$ cat config.mk
export PLATFORM = sky130hd
export DESIGN_NAME = apogee_tape_tx
export DESIGN_NICKNAME = d
export VERILOG_FILES = /design/src/rtl/apogee_tape_tx.sv
export SDC_FILE = /design/constraint.sdc
export NUM_CORES = 1
export LEC_CHECK = 0
export CAP_MARGIN = 20
export CORE_UTILIZATION = 40
export CTS_BUF_LIST = sky130_fd_sc_hd__clkbuf_4 sky130_fd_sc_hd__clkbuf_8
export CTS_CLUSTER_DIAMETER = 100
export DETAILED_ROUTE_END_ITERATION = 8
export PLACE_DENSITY = 0.62
export SLEW_MARGIN = 20
export SYNTH_ARGS = -nofsm -noshare
export SYNTH_HDL_FRONTEND = slang
export SYNTH_SLANG_ARGS = --single-unit
$ cat constraint.sdc
create_clock -name clk -period 2.8 [get_ports clk]
set_input_delay 0.7 -clock clk [delete_from_list [all_inputs] [get_ports clk]]
set_output_delay 0.7 -clock clk [all_outputs]
set_load 0.1 [all_outputs]
$ cat src/rtl/apogee_tape_tx.sv
// apogee_tape_tx
//   Cassette-tape transmitter for the Apogee/RK-86 monitor tape-read routine.
//   Produces the biphase stream that feeds PPA port C bit 4 (the tape-input line
//   paired with the CPU's own tape-write bit on port C bit 0). A transfer sends
//   PILOT_BYTES bytes of 8'h00, then SYNC_BYTE, then the payload bytes taken
//   from a valid/ready byte interface, MSB first. Each bit is two halves:
//   first half ~bit, second half bit. All timing advances only on ce cycles.
//
// Ports
//   clk        system clock (clk_sys)
//   reset_n    asynchronous active-low reset
//   ce         timing enable (f2 strobe)
//   start      begin a transfer (only looked at while idle)
//   din        payload byte
//   din_valid  din is valid
//   din_last   din is the final payload byte
//   din_ready  block accepts din this cycle
//   tape_out   registered biphase tape level
//   busy       a transfer is in progress
//   done       one-clk pulse when a transfer completes
//   underrun   sticky: payload was not available at a byte boundary

module apogee_tape_tx #(
    parameter int unsigned HALF_TICKS  = 110,
    parameter int unsigned PILOT_BYTES = 256,
    parameter logic [7:0]  SYNC_BYTE   = 8'hE6,
    parameter logic        IDLE_LEVEL  = 1'b0
) (
    input  logic       clk,
    input  logic       reset_n,
    input  logic       ce,
    input  logic       start,
    input  logic [7:0] din,
    input  logic       din_valid,
    input  logic       din_last,
    output logic       din_ready,
    output logic       tape_out,
    output logic       busy,
    output logic       done,
    output logic       underrun
);

    localparam int TW = (HALF_TICKS > 1) ? $clog2(HALF_TICKS) : 1;
    localparam logic [TW-1:0] TICK_MAX   = TW'(HALF_TICKS - 1);
    localparam logic [15:0]   PILOT_INIT = 16'(PILOT_BYTES - 1);

    localparam logic [1:0] ST_IDLE  = 2'd0;
    localparam logic [1:0] ST_PILOT = 2'd1;
    localparam logic [1:0] ST_SYNC  = 2'd2;
    localparam logic [1:0] ST_DATA  = 2'd3;

    logic [1:0]    state_reg;
    logic [7:0]    shift_reg;
    logic [15:0]   pilot_cnt_reg;
    logic [2:0]    bit_idx_reg;
    logic          half_reg;
    logic [TW-1:0] tick_reg;
    logic          tape_reg;
    logic [7:0]    hold_reg;
    logic          hold_full_reg;
    logic          last_seen_reg;
    logic          cur_last_reg;   // byte currently in shift_reg is the final one
    logic          stall_reg;      // frozen at a byte boundary waiting for payload
    logic          done_reg;
    logic          underrun_reg;

    logic accept;
    logic half_end;
    logic byte_end;
    logic finish;
    logic need_payload;
    logic load_payload;
    logic enter_stall;

    assign busy      = (state_reg != ST_IDLE);
    assign din_ready = busy & ~hold_full_reg & ~last_seen_reg;
    assign tape_out  = tape_reg;
    assign done      = done_reg;
    assign underrun  = underrun_reg;

    always_comb begin
        accept       = din_valid & din_ready;
        half_end     = busy & ce & ~stall_reg & (tick_reg == TICK_MAX);
        byte_end     = half_end & half_reg & (bit_idx_reg == 3'd0);
        finish       = byte_end & (state_reg == ST_DATA) & cur_last_reg;
        need_payload = byte_end & ((state_reg == ST_SYNC) |
                                   ((state_reg == ST_DATA) & ~cur_last_reg));
        // A stalled boundary retries on every ce cycle; the byte accepted on
        // the previous edge is visible in the holding register by then.
        load_payload = (need_payload | (stall_reg & ce)) & hold_full_reg;
        enter_stall  = need_payload & ~hold_full_reg;
    end

    always_ff @(posedge clk or negedge reset_n) begin
        if (!reset_n) begin
            state_reg     <= ST_IDLE;
            shift_reg     <= 8'h00;
            pilot_cnt_reg <= 16'h0000;
            bit_idx_reg   <= 3'd7;
            half_reg      <= 1'b0;
            tick_reg      <= '0;
            tape_reg      <= IDLE_LEVEL;
            hold_reg      <= 8'h00;
            hold_full_reg <= 1'b0;
            last_seen_reg <= 1'b0;
            cur_last_reg  <= 1'b0;
            stall_reg     <= 1'b0;
            done_reg      <= 1'b0;
            underrun_reg  <= 1'b0;
        end else begin
            done_reg <= 1'b0;

            // Handshake runs independently of ce; it can never coincide with
            // consumption because ready requires an empty holding register.
            if (accept) begin
                hold_reg      <= din;
                hold_full_reg <= 1'b1;
                last_seen_reg <= din_last;
            end

            if (state_reg == ST_IDLE) begin
                if (start) begin
                    state_reg     <= ST_PILOT;
                    shift_reg     <= 8'h00;
                    pilot_cnt_reg <= PILOT_INIT;
                    bit_idx_reg   <= 3'd7;
                    half_reg      <= 1'b0;
                    tick_reg      <= '0;
                    tape_reg      <= 1'b1;      // first half of a 0 bit
                    underrun_reg  <= 1'b0;
                    stall_reg     <= 1'b0;
                    hold_full_reg <= 1'b0;
                    last_seen_reg <= 1'b0;
                    cur_last_reg  <= 1'b0;
                end
            end else if (finish) begin
                state_reg <= ST_IDLE;
                tape_reg  <= IDLE_LEVEL;
                done_reg  <= 1'b1;
                tick_reg  <= '0;
                half_reg  <= 1'b0;
            end else if (load_payload) begin
                state_reg     <= ST_DATA;
                shift_reg     <= hold_reg;
                hold_full_reg <= 1'b0;
                cur_last_reg  <= last_seen_reg;
                bit_idx_reg   <= 3'd7;
                half_reg      <= 1'b0;
                tick_reg      <= '0;
                stall_reg     <= 1'b0;
                tape_reg      <= ~hold_reg[7];
            end else if (enter_stall) begin
                // tape_reg keeps the second-half level of the finished bit.
                stall_reg    <= 1'b1;
                underrun_reg <= 1'b1;
                tick_reg     <= '0;
                half_reg     <= 1'b0;
            end else if (byte_end) begin
                // Only PILOT byte boundaries reach here.
                if (pilot_cnt_reg != 16'h0000) begin
                    pilot_cnt_reg <= pilot_cnt_reg - 16'd1;
                    shift_reg     <= 8'h00;
                    tape_reg      <= 1'b1;
                end else begin
                    state_reg <= ST_SYNC;
                    shift_reg <= SYNC_BYTE;
                    tape_reg  <= ~SYNC_BYTE[7];
                end
                bit_idx_reg <= 3'd7;
                half_reg    <= 1'b0;
                tick_reg    <= '0;
            end else if (half_end) begin
                tick_reg <= '0;
                if (!half_reg) begin
                    half_reg <= 1'b1;
                    tape_reg <= shift_reg[7];
                end else begin
                    half_reg    <= 1'b0;
                    bit_idx_reg <= bit_idx_reg - 3'd1;
                    shift_reg   <= {shift_reg[6:0], 1'b0};
                    tape_reg    <= ~shift_reg[6];
                end
            end else if (ce & ~stall_reg) begin
                tick_reg <= tick_reg + 1'b1;
            end
        end
    end

endmodule

==> results_dict.tcl <==
set metrics [dict create \
    diodes 0 \
    synth-edff-count 0 \
    cp_max_fo 6 \
    cts_tree "built" \
    clkTransAtPathRegs_ps 100 \
    place_hpwl_mm 5.068 \
    netlist_area_um2 2953 \
    seq_area_frac_synth 0.4419 \
    via_per_inst 5.792 \
    cellLeakagePower_nw 1.482 \
    clkSinkCount 52 \
    die_area_um2 7730 \
    drv_cap 0 \
    setup.worst_path.end_class "flip-flop" \
    hold_viol_final 0 \
    syn_inst 298 \
    place_congestion 0.8994 \
    reg2reg_slack_ps 370 \
    core_region_area_um2 6944 \
    setup_viol 0 \
    ys.flop_type "dfrtp_1" \
    insertion_delay_ps 310 \
    crit_arrival_ps 2720 \
    ant_nets 0 \
    crit_required_ps 3000 \
    area_delta_synth_final_pct 17.63 \
    drt_iter0_drc 210 \
    cts_buffers 5 \
    reg2reg_from "pilot_cnt_reg[0]$_DFFE_PN0P_" \
    rsz0062_at_grt "false" \
    yosys_warnings 0 \
    r2r_end "pilot_cnt_reg[5]$_DFFE_PN0P_" \
    std_cell_rows 30 \
    largest_reg_flops 16 \
    path_class "input pin to flip-flop" \
    grt_pass1_vias 2359 \
    synth_area_leaders "dfrtp_1 42%, mux2_2 5.0%, dfstp_2 2.7%" \
    syn-mean-instance-area_um2 9.909 \
    track_usage 0.1951 \
    status "complete, no violations" \
    ctsHoldBuffers 0 \
    drive_gt1_frac 0.1988 \
    power_density_nw_per_um2 789.4 \
    crit_path_start_kind "input pin" \
    chipHeight_um 87.92 \
    p_total_w 0.002742 \
    first_pass_iters 4 \
    antenna_found_initial 0 \
    final_cells 428 \
    tightest_slew_ps 618.0 \
    vias 2479 \
    wire_per_inst_um 16.18 \
    grt_max_degree 25 \
    synthArstFlopShare 1.000 \
    die-width_um 87.92 \
    clk_path_buf_depth 2 \
    grt_overflow 0 \
    dp_cells 420 \
    cts-root-buf "clkbuf_8" \
    period_share 0.8994 \
    synth-seq-cells 52 \
    final_net_count 350 \
    slew_violations 0 \
    skew_ps 10.70 \
    ys_types 63 \
    syn_nets 317 \
    initial_core_util 0.4252 \
    r2r_cells 7 \
    remaining_drc_errors 0 \
    drt-total-wl_mm 6.927 \
    hp-class "input pin to asynchronous set/reset pin" \
    htreeDepth 2 \
    grt_pass1_wl_mm 11.73 \
    synth_top_cell_by_area "dfrtp_1" \
    post-synth-top-area-fraction 0.4153 \
    ir_drop_mv 0.6761 \
    io_buffers 18 \
    pin_count 19 \
    max_freq_mhz 397.1 \
    slew_headroom 0.5843 \
    min_period_ps 2518 \
]
[critical path, cell delays in order]
cell	delay [ps]
clkdlybuf4s50_1	520
and4b_1	360
and3_1	230
o22ai_2	130
nor2_1	390
mux2_2	390
[logic make-up after synthesis]
family / share of synthesized area
buffers and inverters: 0.03093
and+or+nand+nor: 0.2708
AOI/OAI and AO/OA: 0.1788
muxes: 0.05636
DFF: 0.4420
adders and majority gates: 0.02119
[worst max-delay path by stage]
stage | from | slack, ps | end
2_1_floorplan | state_reg[0]$_DFFE_PN0P_ | 30 | hold_reg[0]$_DFFE_PN0P_
3_3_place_gp | ce | 30 | shift_reg[1]$_DFFE_PN0P_
3_5_place_dp | ce | -0.1 | shift_reg[5]$_DFFE_PN0P_
4_1_cts | pilot_cnt_reg[0]$_DFFE_PN0P_ | 210 | pilot_cnt_reg[5]$_DFFE_PN0P_
5_1_grt | pilot_cnt_reg[0]$_DFFE_PN0P_ | 140 | pilot_cnt_reg[5]$_DFFE_PN0P_
6_report | ce | 280 | shift_reg[5]$_DFFE_PN0P_
[synth_stat cells (6+ instances only)]
library cell	number
a31oi_1	8
o211ai_1	6
a21oi_1	11
nor4_1	6
nand4_1	7
nor2_1	21
o31ai_1	8
nor3_1	7
mux2_2	13
or4_1	8
dfrtp_1	49
nand3_1	11
inv_1	10
o21ai_0	15
nand2b_1	6
nand2_1	20
[layout make-up]
class | instances | area (µm²)
sequential | 52 | 1305
timing repair buffer | 37 | 330.3
clock buffer | 5 | 68.82
multi-input combinational | 225 | 1569
fill | 647 | 3471
tap | 96 | 120.1
inverter | 10 | 37.54
clock inverter | 3 | 42.54
[layout by cell type, fill, tap and decap left out, types with 3 or more instances in the layout]
master / synthesis / final
dfrtp_1: 49 / 49
buf_4: 0 / 22
nor2_1: 21 / 21
nand2_1: 20 / 20
o21ai_0: 15 / 15
mux2_2: 13 / 13
clkdlybuf4s50_1: 0 / 12
nand3_1: 11 / 11
a21oi_1: 11 / 11
inv_1: 10 / 10
a31oi_1: 8 / 8
o31ai_1: 8 / 8
or4_1: 8 / 8
nand4_1: 7 / 7
o211ai_1: 6 / 6
nor4_1: 6 / 6
nor3_1: 7 / 6
nand2b_1: 6 / 6
or3_1: 5 / 5
ha_1: 5 / 5
clkbuf_8: 0 / 5
and2_1: 4 / 4
and3_1: 4 / 4
o2bb2ai_1: 4 / 4
and4b_1: 3 / 3
nor3b_1: 3 / 3
nand3b_1: 3 / 3
nand4b_1: 3 / 3
and4_1: 3 / 3
nor2b_1: 3 / 3
dfstp_2: 3 / 3
[report_power, final]
part / switching [W] / leakage [nW] / internal (W) / total (W)
combinational: 0.000638 / 0.785 / 0.000439 / 0.00108
sequential: 0.000188 / 0.642 / 0.000952 / 0.00114
clock: 0.000261 / 0.0541 / 0.000265 / 0.000526
total: 0.00109 / 1.48 / 0.00166 / 0.00274
[routing by layer]
metal,vias to the layer above,share of wire,GRT usage
met1,1201,0.48,0.2787
met4,0,0.016,0.06557
met5,-,0,0
met3,10,0.051,0.03393
met2,63,0.45,0.2988
li1,1205,-,-
[repair_timing]
| action | CTS | global route |
|---|---|---|
| gates resized for setup | 0 | 1 |
| setup endpoints to repair | 0 | 2 |
| buffers inserted | 0 | 0 |
[metrics by stage]
stage / util / hold WS [ps] / setup slack (ps) / TNS, ps / cell area [µm²]
global placement: 0.4831 / 473.6 / 27.84 / 0 / 3354
floorplan: - / 404.4 / 25.99 / 0 / 2958
global route: 0.5002 / 395.9 / 139.8 / 0 / 3473
CTS: 0.4991 / 369.4 / 205.1 / 0 / 3466
detailed placement: 0.4831 / 475.1 / -0.1297 / -0.1297 / 3354
finish: 0.5002 / 350.2 / 281.8 / 0 / 3473
Power figures use the tool's default switching activity.
